## config.mk

```make
export PLATFORM = sky130hd
export DESIGN_NAME = rr_arbiter_ctrl
export DESIGN_NICKNAME = d
export VERILOG_FILES = /design/src/rtl/rr_arbiter_ctrl.sv
export SDC_FILE = /design/constraint.sdc
export NUM_CORES = 1
export LEC_CHECK = 0
export CORE_MARGIN = 2
export CORE_UTILIZATION = 46
export DETAILED_ROUTE_END_ITERATION = 6
export GPL_ROUTABILITY_DRIVEN = 0
export PLACE_DENSITY = 0.78
export RECOVER_POWER = 25
export SYNTH_ARGS = -nofsm -noshare
export SYNTH_HDL_FRONTEND = slang
export SYNTH_SLANG_ARGS = --single-unit
```

## constraint.sdc

```tcl
create_clock -name iClk -period 2 [get_ports iClk]
set_clock_uncertainty 0.15 [all_clocks]
set_input_delay 0.3 -clock iClk [delete_from_list [all_inputs] [get_ports iClk]]
set_output_delay 0.3 -clock iClk [all_outputs]
set_load 0.02 [all_outputs]
```

## src/rtl/rr_arbiter_ctrl.sv

```systemverilog
// rr_arbiter_ctrl: round-robin grant controller for one shared resource.
// Grants are registered and one-hot. A grant is held until the grantee
// signals done, withdraws its request, or uses up MAX_HOLD cycles while
// someone else waits. On release the pointer moves past the old grantee
// and a new grant is chosen on the same edge, so there is no idle cycle.
`timescale 1ns/1ps

module rr_arbiter_ctrl #(
    parameter int N        = 4,
    parameter int MAX_HOLD = 8,
    localparam int IDX_W   = ($clog2(N) > 1) ? $clog2(N) : 1,
    localparam int CNT_W   = $clog2(MAX_HOLD + 1)
) (
    input  logic             iClk,
    input  logic             iRstN,
    input  logic [N-1:0]     iRequest,
    input  logic             iDone,
    output logic [N-1:0]     oGrant,
    output logic             oGrantValid,
    output logic [IDX_W-1:0] oGrantIdx
);

    typedef enum logic {
        IDLE  = 1'b0,
        GRANT = 1'b1
    } state_t;

    state_t           state_q,     state_d;
    logic [N-1:0]     grant_q,     grant_d;
    logic [IDX_W-1:0] grant_idx_q, grant_idx_d;
    logic [IDX_W-1:0] ptr_q,       ptr_d;
    logic [CNT_W-1:0] cnt_q,       cnt_d;

    logic [IDX_W-1:0] ptr_after;      // pointer value just past the current grantee
    logic [IDX_W-1:0] arb_ptr;        // pointer used for this edge's selection
    logic [IDX_W-1:0] sel_idx;        // winner of the rotated fixed-priority pick
    logic             any_req;
    logic             others_waiting;
    logic             hold_expired;
    logic             rel_grant;      // current grant ends on this edge

    // Lowest set bit at or above start; falls back to the lowest set bit overall.
    function automatic logic [IDX_W-1:0] pick(input logic [N-1:0]     req,
                                              input logic [IDX_W-1:0] start);
        logic [N-1:0]     masked;
        logic [IDX_W-1:0] idx;
        logic             found;
        for (int i = 0; i < N; i++) begin
            masked[i] = req[i] && (i >= int'(start));
        end
        idx   = '0;
        found = 1'b0;
        for (int i = 0; i < N; i++) begin
            if (masked[i] && !found) begin
                idx   = IDX_W'(i);
                found = 1'b1;
            end
        end
        for (int i = 0; i < N; i++) begin
            if (req[i] && !found) begin
                idx   = IDX_W'(i);
                found = 1'b1;
            end
        end
        return idx;
    endfunction

    assign any_req        = |iRequest;
    assign others_waiting = |(iRequest & ~grant_q);
    assign hold_expired   = (cnt_q == CNT_W'(MAX_HOLD));
    assign ptr_after      = (grant_idx_q == IDX_W'(N - 1)) ? '0 : grant_idx_q + 1'b1;
    assign rel_grant      = iDone || !iRequest[grant_idx_q] || (hold_expired && others_waiting);
    assign arb_ptr        = (state_q == GRANT) ? ptr_after : ptr_q;
    assign sel_idx        = pick(iRequest, arb_ptr);

    // State and datapath registers; reset clears the grant immediately.
    // NOTE: sequential state uses non-blocking assignments so every flop
    // samples the pre-edge values, independent of statement order.
    always_ff @(posedge iClk or negedge iRstN) begin
        if (!iRstN) begin
            state_q     <= IDLE;
            grant_q     <= '0;
            grant_idx_q <= '0;
            ptr_q       <= '0;
            cnt_q       <= '0;
        end else begin
            state_q     <= state_d;
            grant_q     <= grant_d;
            grant_idx_q <= grant_idx_d;
            ptr_q       <= ptr_d;
            cnt_q       <= cnt_d;
        end
    end

    // Next-state: leave IDLE on any request, return only when a release finds nobody.
    always_comb begin
        // NOTE: default first so every path assigns state_d and no latch is inferred.
        state_d = state_q;
        unique case (state_q)
            IDLE:    if (any_req) state_d = GRANT;
            GRANT:   if (rel_grant && !any_req) state_d = IDLE;
            default: state_d = IDLE;
        endcase
    end

    // Next grant, index, pointer and tenure counter.
    always_comb begin
        grant_d     = grant_q;
        grant_idx_d = grant_idx_q;
        ptr_d       = ptr_q;
        cnt_d       = cnt_q;
        unique case (state_q)
            IDLE: begin
                if (any_req) begin
                    grant_d          = '0;
                    grant_d[sel_idx] = 1'b1;
                    grant_idx_d      = sel_idx;
                    cnt_d            = CNT_W'(1);
                end
            end
            GRANT: begin
                if (rel_grant) begin
                    ptr_d = ptr_after;
                    if (any_req) begin
                        grant_d          = '0;
                        grant_d[sel_idx] = 1'b1;
                        grant_idx_d      = sel_idx;
                        cnt_d            = CNT_W'(1);
                    end else begin
                        grant_d     = '0;
                        grant_idx_d = '0;
                        cnt_d       = '0;
                    end
                end else if (!hold_expired) begin
                    cnt_d = cnt_q + 1'b1;
                end
            end
            default: begin
                grant_d     = '0;
                grant_idx_d = '0;
                cnt_d       = '0;
            end
        endcase
    end

    assign oGrant      = grant_q;
    assign oGrantValid = |grant_q;
    assign oGrantIdx   = grant_idx_q;

endmodule

```

Word level (Yosys, flattened, before mapping)
Index checks and enable logic that the tools add are counted.
{"block": "word_totals", "inputBits": 7, "register_bits": 13}
{"block": "classes", "n_reduce_logical": 30, "addsub": 2, "mux": 36, "magnitude_cmp": 6, "eq_ne": 5, "bitwise": 3}
{"op": "$mux W4", "count": 6}
{"op": "$mux W2", "count": 11}
{"op": "$pmux W4 S2", "count": 2}
{"op": "$logic_and A1 B1 Y1", "count": 13}
{"op": "$mux W1", "count": 13}
{"op": "$reduce_or A4 Y1", "count": 3}
{"op": "$logic_not A1 Y1", "count": 9}
{"op": "$lt A2 B3 Y1 const B", "count": 2}
{"op": "$reduce_and A2 Y1", "count": 3}
{"op": "$add A4 B1 Y4 const B", "count": 1}
{"op": "$and A4 B4 Y4", "count": 1}
{"op": "$eq A4 B4 Y1 const B", "count": 1}
{"op": "$ge A1 B2 Y1 const A", "count": 2}
{"op": "$not A4 Y4", "count": 1}
{"op": "$pmux W2 S2", "count": 1}
{"op": "$ne A3 B2 Y1 const B", "count": 1}
{"op": "$add A2 B1 Y2 const B", "count": 1}
{"op": "$bmux W1 S2", "count": 1}
{"op": "$demux W1 S2", "count": 1}
{"op": "$eq A2 B2 Y1 const B", "count": 1}
{"op": "$ge A2 B1 Y1 const B", "count": 1}
{"op": "$ge A2 B2 Y1 const A", "count": 1}
{"op": "$logic_or A1 B1 Y1", "count": 2}
{"op": "$ne A2 B1 Y1 const B", "count": 1}
{"op": "3 further kinds", "count": 3}

Longest topological paths before layout
Gate-level depths: netlist of run 1.
{"block": "logic_depth", "ltp_word": 34, "ltp_mapped": 6, "depth_no_buf": 6}

Least setup slack after synthesis of run 1
No wires, ideal clock.
{"block": "synth_path", "path_kind": "register -> register", "start": "register grant_idx_q[0], in the netlist oGrantIdx[0]", "end": "register grant_q[2], in the netlist oGrant[2]", "required_time_ps": 1728, "path_slack_ps": -52, "synth_period_minus_slack_ps": 2052, "stages_incl_launch_ff": 7, "t_arrival_ps": 1781, "cell_sequence": "dfrtp_1 > ha_1 > or3b_1 > and2_1 > a21o_1 > and3_1 > a32o_1"}
{"block": "synth_between", "elab_chain_cells": 34}
{"element": "from (decl)", "line_no": "30", "text": "logic [IDX_W-1:0] grant_idx_q, grant_idx_d;"}
{"element": "from (signal assigned)", "line_no": "89", "text": "grant_idx_q <= grant_idx_d;"}
{"element": "$add A2 B1 Y2 / $eq A2 B2 Y1 (equally long branches)", "line_no": "71", "text": "assign ptr_after = (grant_idx_q == IDX_W'(N - 1)) ? '0 : grant_idx_q + 1'b1;"}
{"element": "$mux W2", "line_no": "71"}
{"element": "$mux W2", "line_no": "73", "text": "assign arb_ptr = (state_q == GRANT) ? ptr_after : ptr_q;"}
{"element": "$ge A1 B2 Y1", "line_no": "49", "text": "masked[i] = req[i] && (i >= int'(start));"}
{"element": "$logic_and A1 B1 Y1", "line_no": "49"}
{"element": "$mux W1", "line_no": "54", "text": "if (masked[i] && !found) begin"}
{"element": "$logic_not A1 Y1", "line_no": "54"}
{"element": "$logic_and A1 B1 Y1", "line_no": "54"}
{"element": "(+18 left out)"}
{"element": "$mux W2", "line_no": "60", "text": "if (req[i] && !found) begin"}
{"element": "$lt A2 B3 Y1 (implied by the code) / $ge A2 B1 Y1 (equally long branches)", "line_no": "116, 126"}
{"element": "$logic_and A1 B1 Y1 (implied by the code)", "line_no": "116, 126"}
{"element": "$mux W1 (implied by the code)", "line_no": "116, 126"}
{"element": "$demux W1 S2", "line_no": "116, 126"}
{"element": "$mux W4", "line_no": "124", "text": "if (any_req) begin"}
{"element": "$mux W4", "line_no": "122", "text": "if (rel_grant) begin"}
{"element": "$pmux W4 S2", "line_no": "112", "text": "unique case (state_q)"}
{"element": "to (signal assigned)", "line_no": "88", "text": "grant_q <= grant_d;"}
{"element": "to (decl)", "line_no": "29", "text": "logic [N-1:0] grant_q, grant_d;"}
Several ways; a longest one is shown, not always the timed one. The select of a mux whose other input is x is not followed.
A chain may end at the register's enable or synchronous reset.

Worst setup path in the final report of run 1
{"block": "layout_path", "start": "input port iRequest[3]", "end": "register grant_idx_q[1], in the netlist oGrantIdx[1]"}
{"block": "layout_between", "elab_chain_cells": 17}
{"element": "from (decl)", "line_no": "16", "text": "input logic [N-1:0] iRequest,"}
{"element": "$logic_and A1 B1 Y1", "line_no": "54"}
{"element": "$mux W1", "line_no": "54"}
{"element": "$logic_not A1 Y1", "line_no": "60"}
{"element": "$logic_and A1 B1 Y1", "line_no": "60"}
{"element": "$mux W1", "line_no": "60"}
{"element": "$logic_not A1 Y1", "line_no": "60"}
{"element": "$logic_and A1 B1 Y1", "line_no": "60"}
{"element": "$mux W1", "line_no": "60"}
{"element": "$logic_not A1 Y1", "line_no": "60"}
{"element": "$logic_and A1 B1 Y1", "line_no": "60"}
{"element": "$mux W1", "line_no": "60"}
{"element": "$logic_not A1 Y1", "line_no": "60"}
{"element": "$logic_and A1 B1 Y1", "line_no": "60"}
{"element": "$mux W2", "line_no": "60"}
{"element": "$mux W2", "line_no": "124"}
{"element": "$mux W2", "line_no": "122"}
{"element": "$pmux W2 S2", "line_no": "112"}
Several ways; a longest one is shown, not always the timed one. The select of a mux whose other input is x is not followed.

==> results of run 1 <==
## cell type report
class	count	area (sq um)	area share
Clock inverter	1	5.00	0.00401
Clock buffer	3	22.5	0.0180
Tap cell	25	31.3	0.0251
Multi-Input combinational cell	61	579	0.464
Inverter	6	22.5	0.0180
Sequential cell	13	327	0.262
Timing Repair Buffer	30	262	0.209
## worst paths after layout
check / startpoint / endpoint / cells past startpoint
worst max-delay path: iRequest[3] / oGrantIdx[1]$_DFFE_PN0P_ / 6
worst min-delay path: iRstN / cnt_q[2]$_DFFE_PN0P_ / 1
worst max register to register: oGrantIdx[0]$_DFFE_PN0P_ / oGrant[1]$_DFFE_PN0P_ / 7
worst min register to register: ptr_q[0]$_DFFE_PN0P_ / ptr_q[0]$_DFFE_PN0P_ / 1
max in group asynchronous: iRstN / oGrantIdx[0]$_DFFE_PN0P_ / 1
min in group iClk: ptr_q[0]$_DFFE_PN0P_ / ptr_q[0]$_DFFE_PN0P_ / 1
## worst max-delay path, stage by stage
cell             delay [ns]
clkdlybuf4s50_1        0.43
buf_4                  0.18
mux4_2                 0.53
o2111ai_4              0.17
o21ai_4                0.13
a22o_1                 0.26
## timing repair
item / in CTS / in global routing
hold endpoints to repair: 0 / 0
setup buffers: 2 / 2
endpoints found under the setup margin: 10 / 11
pin swaps: 7 / 8
resized for setup: 9 / 10
gates cloned: 0 / 0
## power by group
group | switching [mW] | internal, mW
Combinational | 0.496 | 0.570
Sequential | 0.102 | 0.358
Clock | 0.0871 | 0.0742
## layer usage
metal,GRT usage,part of all wire,up-vias,wire length [um]
met5,0,0,-,0
met4,0.0486,0,0,0
met3,0.0566,0.025,0,55
met2,0.370,0.52,17,1140
met1,0.256,0.45,395,981
li1,-,-,380,-
## cells by family (layout without fill, tap and decap cells)
family                   after synthesis  in the layout  share of synthesized area
multiplexers                           6              6                     0.0918
adder cells (fa/ha/maj)                3              3                     0.0430
buffers and inverters                  7             40                     0.0344
AND/OR/NAND/NOR                       30             30                      0.234
AO/OA/AOI/OAI                         22             22                      0.224
flip-flops                            13             13                      0.373
## cells in the final DEF (no fill, tap or decap), types with 2 or more instances in the layout
| cell type | netlist | routed |
|---|---|---|
| nor2b_4 | 2 | 2 |
| nor2_1 | 4 | 4 |
| or4_1 | 2 | 2 |
| nand2b_1 | 2 | 2 |
| a22o_1 | 3 | 3 |
| nand2_1 | 3 | 3 |
| clkdlybuf4s50_1 | 0 | 10 |
| a32o_1 | 2 | 2 |
| o21ai_1 | 1 | 3 |
| buf_4 | 1 | 17 |
| a21oi_1 | 3 | 2 |
| a21o_1 | 2 | 2 |
| nand4_1 | 2 | 2 |
| dfrtp_1 | 13 | 12 |
| nand3_1 | 4 | 3 |
| inv_1 | 6 | 6 |
| mux2_2 | 3 | 3 |
| ha_1 | 3 | 2 |
| nor2b_1 | 3 | 3 |
| clkbuf_4 | 0 | 3 |
## through the flow
step | setup slack (ns) | area, sq um | hold slack, ns
after global routing | -0.0889 | 1250 | 0.342
final | 0.00613 | 1250 | 0.302
after CTS | 0.00744 | 1190 | 0.239
after detailed placement | -0.393 | 1130 | 0.361
after floorplan | 0.00554 | 876 | -0.146
after global placement | -0.275 | 1130 | 0.339
## sequential cells by signal, indices dropped and copies added (netlist names)
name	count
state_q	1
ptr_q	2
oGrantIdx	2
cnt_q	4
oGrant	4
==> run metrics, run 1 <==
Clk pin slew, worst setup/hold paths=0.08 ns; CP Capture Type=register; Hold Buf Count CTS=0; Routed WL=2180 um; vias in the first global route=747; fmax=502 MHz; largest net degree at the start of global routing=14; n_diodes=0; peak supply drop=0.704 mV; fraction of layout cells with a size suffix above 1=0.395; first-pass GRT wire length=3270 um; share of the yosys chip area belonging to registers=0.373; post-route total power=1.69 mW; First-pass DRT Iterations=4; DIE WIDTH=47.5 um; clk sinks=13; max-capacitance violation count=0; syn_nets=91; Die Ht=47.5 um; peak fanout along the critical path=7; min-delay worst type=input pin to asynchronous set/reset pin; biggest area consumer among synthesized cells=dfrtp_1; relative slew slack=0.611; port buffer count=13; Antenna Nets Post-Route=0; Rows=15; outcome=completed; drt drc=0; Worst R2R Setup Slack=0.02 ns; count of cell types in the netlist=37; final core utilization=0.708; CTS tree=built; number of flops mapped to enable cells by yosys=0; GR Overflow Total=0; critical path type=input pin to register; Via Count=792; starting density of the core=0.494; Tcrit/Tclk final=0.997; CP arrival=2.00 ns; # IOs=14; initial antenna violation count=0; LEAKAGE=0.530 nW; Ys Warns=0; Detailed Route Iter0 Violations=22; vias per inst=5.70; Fillers=139; Syn-to-layout area delta=43.2%; Final Hold Viols=0; Synth top area share=0.373; Mapped Area=872 sq um; latest clock arrival within the worst-skew pair=0.28 ns; slew at the pin with the worst max-slew slack=0.582 ns; Power Density=1350 nW/um^2; Core Area=1760 sq um; CTS buffer count=3; Cells after Synth=81; CTS max path bufs=2; die area=2260 sq um; final total negative setup slack=0 ns; # setup viols final=0; placed instance count=131; final net count=125; post-route insts no fill=139; most frequent cell after synthesis=dfrtp_1; DR WL/cell=15.7 um; register bit total from synthesis=13; commonest cells in the netlist=13 x dfrtp_1, 6 x inv_1, 4 x nand3_1, 4 x nor2_1; crit start category=input pin; detailed placer's ending HPWL=1520 um; clock root buffer=clkbuf_4; ys flop type=dfrtp_1; H-tree depth=1; RSZ-0062 raised after global routing=yes; Async SR Flop Fraction=1.00; critical path required time=2.00 ns; GRT Util Overall=0.210; Post-Syn Area per Cell=10.8 sq um; Final min period=1.99 ns; top cells by area, synth=dfrtp_1 37%, ha_1 4.3%, mux2_2 3.9%, a2111oi_4 3.2%, nor2b_4 3.2%; number of max-slew violations in the final report=0
Power figures use the tool's default switching activity.
==> run 2: changes to the inputs <==
--- a/config.mk
+++ b/config.mk
@@ -9,7 +9,7 @@
 export CORE_UTILIZATION = 46
 export DETAILED_ROUTE_END_ITERATION = 6
 export GPL_ROUTABILITY_DRIVEN = 0
-export PLACE_DENSITY = 0.78
+export PLACE_DENSITY_LB_ADDON = 0.25
 export RECOVER_POWER = 25
 export SYNTH_ARGS = -nofsm -noshare
 export SYNTH_HDL_FRONTEND = slang
==> run metrics, run 2 (synthesis results as in run 1) <==
setup slack after layout=-0.0170 ns; number of max-slew violations in the final report=0; detailed placer's ending HPWL=1530 um; Via Count=784; latest clock arrival within the worst-skew pair=0.27 ns; GRT Util Overall=0.198; clock root buffer=clkbuf_4; post-route insts no fill=141; DR WL/cell=15.0 um; initial antenna violation count=0; DIE WIDTH=47.5 um; critical path type=register to register; Fillers=137; register area=328 sq um; # setup viols final=1; peak fanout along the critical path=3; port buffer count=13; failing checks=negative setup slack; Tcrit/Tclk final=1.01; max-capacitance violation count=0; CP arrival=2.03 ns; Detailed Route Iter0 Violations=33; first-pass GRT wire length=3070 um; Crit-path slowest cell=dfrtp_1; min-delay worst type=input pin to asynchronous set/reset pin; Hold Buf Count CTS=0; # IOs=14; relative slew slack=0.624; final net count=127; drt drc=0; final total negative setup slack=-0.0170 ns; commonest non-fill, non-tap cell in the layout=buf_4; Syn-to-layout area delta=45.6%; RSZ-0062 raised after global routing=yes; peak supply drop=0.751 mV; Clk pin slew, worst setup/hold paths=0.08 ns; crit start category=register; placed instance count=133; critical path required time=2.02 ns; Antenna Nets Post-Route=0; CTS max path bufs=2; post-route total power=1.71 mW; First-pass DRT Iterations=4; fraction of layout cells with a size suffix above 1=0.379; Power Density=1350 nW/um^2; GR Overflow Total=0; vias per inst=5.56; Design Area, Final=1270 sq um; Core Area=1760 sq um; Routed WL=2120 um; CP Capture Type=register; CTS buffer count=3; outcome=complete, but fails checks; Final Hold Viols=0; Die Ht=47.5 um; slew at the pin with the worst max-slew slack=0.562 ns; Crit path top cell by count=buf_4; CTS tree=built; placed cell areas=1150 sq um; CP peak stage delay=0.42 ns; starting density of the core=0.494; LEAKAGE=0.589 nW; most frequent cells in the layout=18 x buf_4, 11 x dfrtp_1, 7 x clkdlybuf4s50_1, 6 x inv_1; n_diodes=0; cells along the critical path=ha_4, mux2i_1, buf_4, mux2i_2, o2111ai_2, buf_4, a32o_1; vias in the first global route=707; die area=2260 sq um; area of the multi-input gates=572 sq um; largest net degree at the start of global routing=14; Rows=15; fmax=496 MHz; clk sinks=13; Final min period=2.02 ns; H-tree depth=1
[run 2: power by group]
group	switching, mW	internal (mW)
logic	0.505	0.601
clock network	0.0800	0.0772
registers	0.0927	0.360
[run 2: cell type report]
class | count | share of cell area
flip-flops and latches | 13 | 0.258
repair buffers | 32 | 0.229
clock buffers | 4 | 0.0207
multi-input cells | 61 | 0.450
well taps | 25 | 0.0246
inverters | 6 | 0.0177
[run 2: metal layers]
metal	share of wire	vias to the layer above	track usage
met5	0	-	0
met4	0.013	0	0.0324
met3	0.043	4	0.0566
met2	0.48	27	0.322
met1	0.46	370	0.268
li1	-	383	-
[run 2: timing repair]
action                                  CTS  global route
resized for setup                         3            16
endpoints found under the setup margin    5            12
pin swaps                                 3             9
setup buffers                             1             3
[run 2: through the flow]
stage | hold WS, ns | utilization | setup WS, ns
final | 0.299 | 0.720 | -0.0170
after global routing | 0.380 | 0.720 | -0.0953
after CTS | 0.250 | 0.674 | -0.00193
after detailed placement | 0.360 | 0.655 | -0.322
after global placement | 0.344 | 0.655 | -0.259
after floorplan | -0.146 | - | 0.00554
[run 2: final timing paths]
kind                                     startpoint                  endpoint  slack, ns  depth (start not counted)
max in group asynchronous                     iRstN  oGrantIdx[0]$_DFFE_PN0P_       0.98                          1
min reg2reg                    ptr_q[0]$_DFFE_PN0P_      ptr_q[0]$_DFFE_PN0P_       0.37                          1
min in group iClk              ptr_q[0]$_DFFE_PN0P_      ptr_q[0]$_DFFE_PN0P_       0.37                          1
max                        oGrantIdx[1]$_DFFE_PN0P_     oGrant[2]$_DFFE_PN0P_      -0.02                          7
min                                           iRstN      cnt_q[3]$_DFFE_PN0P_       0.30                          1
max reg2reg                oGrantIdx[1]$_DFFE_PN0P_     oGrant[2]$_DFFE_PN0P_      -0.02                          7
[run 2: critical path, delay by kind of cell, from the launching register on]
kind,cells,cell delay [ns]
fa+ha+maj,1,0.25
flops,1,0.42
mux,2,0.37
compound gates,2,0.38
buf+inv,2,0.34
==> run 3: changes to the inputs <==
--- a/config.mk
+++ b/config.mk
@@ -5,12 +5,12 @@
 export SDC_FILE = /design/constraint.sdc
 export NUM_CORES = 1
 export LEC_CHECK = 0
-export CORE_MARGIN = 2
 export CORE_UTILIZATION = 46
 export DETAILED_ROUTE_END_ITERATION = 6
 export GPL_ROUTABILITY_DRIVEN = 0
 export PLACE_DENSITY_LB_ADDON = 0.25
 export RECOVER_POWER = 25
+export SETUP_SLACK_MARGIN = 0.15
 export SYNTH_ARGS = -nofsm -noshare
 export SYNTH_HDL_FRONTEND = slang
 export SYNTH_SLANG_ARGS = --single-unit
==> run metrics, run 3 (synthesis results as in run 1) <==
final core utilization=0.757; starting density of the core=0.500; H-tree depth=1; CTS tree=built; DR WL/cell=15.5 um; Fillers=123; final total negative setup slack=0 ns; latest clock arrival within the worst-skew pair=0.27 ns; Via Count=782; commonest non-fill, non-tap cell in the layout=buf_4; outcome=completed; vias per inst=5.63; max-capacitance violation count=0; Power Density=1370 nW/um^2; Crit. Startpoint=oGrantIdx[0]$_DFFE_PN0P_; # setup viols final=0; Final Hold Viols=0; Rows=15; CTS buffer count=3; worst hold slack=0.304 ns; peak supply drop=0.971 mV; GRT Util Overall=0.232; Routed WL=2160 um; CP arrival=2.00 ns; fraction of layout cells with a size suffix above 1=0.474; CP Capture Type=register; Clk pin slew, worst setup/hold paths=0.07 ns; placed cell areas=1150 sq um; Worst R2R Start=oGrantIdx[0]$_DFFE_PN0P_; fmax=514 MHz; largest net degree at the start of global routing=14; Tcrit/Tclk final=0.973; min-delay worst type=input pin to asynchronous set/reset pin; number of max-slew violations in the final report=0; CTS max path bufs=2; First-pass DRT Iterations=4; Design Area, Final=1320 sq um; Final min period=1.95 ns; Core Area=1750 sq um; placed instance count=131; n_diodes=0; detailed placer's ending HPWL=1540 um; Syn-to-layout area delta=51.5%; RSZ-0062 raised after global routing=yes; final net count=125; critical path type=register to register; GR Overflow Total=0; drt drc=0; Detailed Route Iter0 Violations=18; post-route insts no fill=139; DIE WIDTH=45.5 um; Antenna Nets Post-Route=0; # IOs=14; peak fanout along the critical path=3; LEAKAGE=0.560 nW; crit start category=register; die area=2070 sq um; initial antenna violation count=0; relative slew slack=0.628; Die Ht=45.5 um; most frequent cells in the layout=13 x buf_4, 9 x dfrtp_1, 6 x inv_1, 5 x clkdlybuf4s50_1, 5 x buf_6; vias in the first global route=756; slew at the pin with the worst max-slew slack=0.556 ns; Hold Buf Count CTS=0; first-pass GRT wire length=3380 um; clk sinks=13; port buffer count=13; clock root buffer=clkbuf_4; critical path required time=2.05 ns
-- run 3: changes by cell type in the layout (fill, tap and decap cells not counted), moves of 2 or more --
cell / previous run / this run
a21oi_1: 3 / 1
a21oi_2: 0 / 2
buf_4: 18 / 13
buf_6: 0 / 5
clkdlybuf4s50_1: 7 / 5
dfrtp_1: 11 / 9
dfrtp_2: 2 / 4
dlygate4sd2_1: 0 / 4
dlymetal6s2s_1: 4 / 2
mux2_2: 3 / 1
mux2_4: 0 / 2
-- run 3: what timing repair did --
action	4_1_cts	5_1_grt
setup buffers	3	1
endpoints found under the setup margin	14	15
pin swaps	13	6
gates cloned	0	0
gates resized for setup	28	11
-- run 3: power breakdown --
part           internal (mW)  leakage [nW]  switching, mW
Sequential             0.363         0.156          0.110
Combinational          0.652         0.390          0.528
Clock                 0.0772        0.0150         0.0738
-- run 3: path summary, 6_finish.rpt --
kind                       cells after the start  slack, ns                        to
setup / recovery                               6       0.05     oGrant[1]$_DFFE_PN0P_
hold / removal                                 1       0.30      cnt_q[2]$_DFFE_PN0P_
setup reg to reg                               6       0.05     oGrant[1]$_DFFE_PN0P_
hold reg to reg                                1       0.36      ptr_q[0]$_DFFE_PN0P_
max in group asynchronous                      1       0.99  oGrantIdx[1]$_DFFE_PN0P_
min in group iClk                              1       0.36      ptr_q[0]$_DFFE_PN0P_
-- run 3: per-stage QoR --
step	setup slack, ns	total power, mW
after detailed placement	-0.334	1.37
after global placement	-0.307	1.35
after CTS	0.0723	1.69
after global routing	-0.0256	1.90
after floorplan	0.0296	1.03
final	0.0537	1.81
-- run 3: routing by layer --
metal	routed length, um	up-vias	share of wire	GRT usage
li1	-	379	-	-
met1	945	372	0.44	0.289
met2	1060	27	0.49	0.397
met3	122	4	0.057	0.0595
met4	27	0	0.013	0.0545
met5	0	-	0	0
-- run 3: area by class of cell --
| type | instances | area (sq um) | share of cell area |
|---|---|---|---|
| Multi-Input combinational cell | 61 | 637 | 0.482 |
| Sequential cell | 13 | 330 | 0.250 |
| Timing Repair Buffer | 30 | 274 | 0.207 |
| Tap cell | 25 | 31.3 | 0.0237 |
| Clock buffer | 4 | 26.3 | 0.0199 |
| Inverter | 6 | 22.5 | 0.0170 |
-- run 3: worst max-delay path, stage by stage (launching register included) --
cell and delay, ns:
dfrtp_2 0.44, ha_4 0.27, mux2i_4 0.19, mux2i_2 0.28, o2111ai_4 0.19, nor3_4 0.20, a22o_1 0.16
==> patch 1: new RTL, flow settings as in run 2 <==
Reset style: synchronous (`iRstN`), changed in one clocked block.
--- a/src/rtl/rr_arbiter_ctrl.sv
+++ b/src/rtl/rr_arbiter_ctrl.sv
@@ -76,7 +76,7 @@
     // State and datapath registers; reset clears the grant immediately.
     // NOTE: sequential state uses non-blocking assignments so every flop
     // samples the pre-edge values, independent of statement order.
-    always_ff @(posedge iClk or negedge iRstN) begin
+    always_ff @(posedge iClk) begin
         if (!iRstN) begin
             state_q     <= IDLE;
             grant_q     <= '0;
Check against the original RTL: differs if iRstN is asserted again (counterexample within 4 cycles, from zero or initial values and one cycle with iRstN low); with iRstN held inactive, the same outputs for 10 cycles.
==> patch 1 against run 2 <==
  * First-iteration DRC count shrank 39%
  * Wire length shrank 2.7%
  * Sequential cell count is the same
  * Design area shrank 8.0%
  * Setup slack gained 86 ps
  * Synthesized area shrank 0.86%
  * Critical path type unchanged
Power is not compared: it rests on default switching activity, and its combinational part moved more than twofold at a synthesized area within 25%.
==> patch 1: results (changes against run 2) <==
Yosys
  • Async S/R FF share, synth: 0 (-1.000)
  • YS warnings: 0 (unchanged)
  • Synth cell types: 42 (+14%)
  • Register area share after synthesis: 0.3010 (-0.07201)
  • Area contributors post-synth: dfxtp_1 30%, nand2b_1 5.1%, ha_1 4.3%, nand2_1 3.9%, nor2b_1 3.6%
  • Post-synth top cells: 13 x dfxtp_1, 9 x nand2_1, 7 x nand2b_1
  • Mapped Cells: 96 (+19%)
  • Syn_nets: 106 (+16%)

Clock tree
  • Root buf cell: clkbuf_4
  • Clock transition at the registers of the reported paths: 80 ps (about the same)
  • CTS buffer count: 3 (unchanged)

Worst hold path
  • Hold Path Class: reg2reg

GRT
  • Vias in the first global route: 697 (-1.4%)
  • Largest net degree at the start of global routing: 13 (-1)
  • Antenna violations before repair: 0 (unchanged)
  • First-pass GRT wire length: 3.187 mm (+3.8%)
  • GRT Overall Usage: 0.2053 (+0.007797)

Placed design
  • DP Wirelength: 1.692 mm (+11%)
  • I/O Buffers: 13 (unchanged)
  • Placed cells: 147 (+11%)
  • Placed inst area: 1127 um2 (-2.4%)

Drt
  • Total Wirelength: 2.060 mm (-2.7%)
  • Initial DRT Pass Iterations: 4 (unchanged)
  • DR vias: 827 (+5.5%)
  • DR iter-0 viols: 20 (-39%)
  • Routed length per instance: 13.55 um (-9.8%)

Power
  • IR drop worst, VDD: 0.5070 mV
  • Leakage power: 0.5184 nW

Final layout
  • Fillers: 145 (+5.8%)
  • Layout cells sized above 1: 0.2441 (-0.1352)
  • Nets@finish: 138 (+8.7%)

Setup path
  • Worst Setup SP: oGrantIdx[0]$_SDFFE_PN0P_
  • Crit-path max FO: 4 (+1)
  • CP arrival: 1930 ps (-100 ps)

Status
  • Outcome: completed

STA
  • Least-Margin Pin Slew: 342.8 ps (-219.0 ps)
patch 1: area by class of cell:
cell class / count / area share
well taps: 25 / 0.02677
repair buffers: 29 / 0.2131
multi-input cells: 78 / 0.5054
flip-flops and latches: 13 / 0.2227
inverters: 3 / 0.009636
clock buffers: 4 / 0.02248
patch 1: critical path, stage by stage (launching register included):
cell	delay, ps
dfxtp_1	340
ha_1	370
mux2i_4	230
mux2i_1	260
o2111a_1	250
nand2b_1	130
o22ai_1	80
patch 1: stage by stage:
step,worst slack [ps],TNS [ps],utilization
3_5_place_dp,-183.3,-1584,0.6459
3_3_place_gp,-134.0,-1282,0.6459
2_1_floorplan,84.48,0,-
4_1_cts,28.59,0,0.6602
5_1_grt,-0.6677,-0.6677,0.6695
6_report,68.68,0,0.6695
patch 1: cell families after synthesis:
| group | synth area share |
|---|---|
| xor+xnor | 0.01013 |
| simple gates | 0.3140 |
| mux | 0.09406 |
| buf+inv | 0.02605 |
| compound gates | 0.2113 |
| fa+ha+maj | 0.04342 |
| flops | 0.3010 |
patch 1: where the power goes:
part / switching, mW / internal [mW]
clock: 0.0858 / 0.0773
combinational: 0.145 / 0.147
sequential: 0.0204 / 0.281
patch 1: timing repair:
item                                    in CTS  in global routing
setup buffers                                0                  1
gates resized for setup                      1                  2
endpoints found under the setup margin       1                  5
pin swaps                                    0                  0
patch 1: final timing paths:
check,cells after the start,slack [ps],endpoint
setup / recovery,6,70,oGrant[0]$_SDFFE_PN0P_
hold / removal,2,340,oGrant[3]$_SDFFE_PN0P_
hold reg to reg,2,340,oGrant[3]$_SDFFE_PN0P_
setup reg to reg,6,70,oGrant[0]$_SDFFE_PN0P_
patch 1: layer usage:
metal / up-vias / share of wire / GRT usage
li1: 417 / - / -
met1: 389 / 0.45 / 0.2877
met2: 21 / 0.50 / 0.3351
met3: 0 / 0.054 / 0.03462
met4: 0 / 0 / 0.03333
met5: - / 0 / 0
==> patch 2: new RTL, config.mk and constraints of run 2 <==
Without the edit above. `MAX_HOLD`: 8 -> 32.
--- a/src/rtl/rr_arbiter_ctrl.sv
+++ b/src/rtl/rr_arbiter_ctrl.sv
@@ -7,7 +7,7 @@
 
 module rr_arbiter_ctrl #(
     parameter int N        = 4,
-    parameter int MAX_HOLD = 8,
+    parameter int MAX_HOLD = 32,
     localparam int IDX_W   = ($clog2(N) > 1) ? $clog2(N) : 1,
     localparam int CNT_W   = $clog2(MAX_HOLD + 1)
 ) (
Behaviour: not the same (Yosys sat finds a counterexample within 10 cycles, from zero or initial values and one cycle with iRstN low).
==> patch 2 against run 2 <==
  * The flow still finishes with violations (negative setup slack)
  * Hold slack worse by 96 ps
  * Setup slack got worse by 28 ps
  * Sequential cell count up 2
  * Design area up 30%
  * Critical endpoint unchanged
  * Synthesized area up 18%
  * Wire length grew 43%
  * Total power increased by 33%
  * Clock power rose by 6%
==> patch 2: results (changes against run 2) <==
GRT
  • Largest net degree at the start of global routing: 9 (-5)
  • Met2 Use GR: 0.4252 (+0.1036)
  • Met1 usage: 0.3383 (+0.07068)
  • GRT Overall Usage: 0.2534 (+0.05589)
  • First-pass GRT wire length: 5.002 mm (+63%)

Clock tree
  • Setup Fix Bufs, Post-CTS: 3 (+2)
  • CTS resizes: 15 (+12)

Yosys
  • Syn avg cell area: 9.216 um2 (-14%)
  • Synth cell types: 43 (+16%)
  • Area contributors post-synth: dfrtp_1 36%, nand2b_1 5.5%, ha_1 3.6%, nand2_1 3.6%, a21oi_1 3.4%
  • Post-synth top cells: 15 x dfrtp_1, 10 x nand2_1, 9 x nand2b_1
  • Syn_nets: 122 (+34%)

Status
  • Failing checks: negative setup slack
  • Outcome: finished with violations

Placed design
  • Placed inst area: 1433 um2 (+24%)
  • Pre-CTS WS: -236.3 ps (+85.65 ps)
  • Placed cells: 180 (+35%)

Drt
  • M1 WL: 1.319 mm (+35%)
  • Met3 wire length: 135 um (+47%)
  • DR vias: 1,105 (+41%)
  • DR iter-0 viols: 50 (+52%)
  • Routed length per instance: 16.11 um (+7.3%)

Final layout
  • Nets@finish: 171 (+35%)
  • Fillers: 152 (+11%)
  • Finished Layout Cells: 188 (+33%)
  • Layout cells sized above 1: 0.4313 (+0.05194)

Power
  • Power of the sequential group: 0.535 mW (+18%)
  • Switching Fraction: 0.4124 (+0.01738)
  • Leakage power: 0.6936 nW (+18%)
  • IR drop worst, VDD: 0.9609 mV (+28%)

STA
  • Setup violators final: 7 (+6)
  • Final hold slack: 203.4 ps (-95.69 ps)
  • Final WS setup: -44.95 ps (-27.98 ps)

Die
  • Full die area: 2639 um2 (+17%)

Setup path
  • Critical-path top delay cell: dfrtp_2
  • CP arrival: 2060 ps (+30 ps)
  • Crit-path max FO: 4 (+1)
  • Max incr delay on CP: 480 ps (+60 ps)
  • Worst reg2reg path depth: 6 (-1)
  • Reg2reg setup slack: -40 ps (-30 ps)
patch 2: cell count changes after synthesis, sizes merged, moves of 3 or more:
cell    delta
a21oi      +6
a31oi      +4
nand2      +7
nand2b     +7
nor2       +3
nor2b      -5
patch 2: logic make-up (layout without fill, tap and decap cells):
family,Yosys count,count (layout),share of synthesized area
buffers and inverters,8,56,0.02908
XOR/XNOR,1,1,0.008486
multiplexers,5,5,0.06424
AO/OA/AOI/OAI,33,33,0.2376
flip-flops,15,15,0.3636
AND/OR/NAND/NOR,47,47,0.2606
adder cells (fa/ha/maj),3,3,0.03637
patch 2: metrics by stage:
step,setup TNS [ps],power [mW]
global placement,-1856,1.745
finish,-162.3,2.282
global route,-544.7,2.428
floorplan,0,1.259
detailed placement,-2250,1.776
CTS,-62.93,2.179
patch 2: final cells by class:
cell class,count,area share
multi-input combinational,89,0.4852
timing repair buffer,45,0.2319
sequential,15,0.2297
tap,28,0.02129
clock buffer,4,0.01597
inverter,7,0.01597
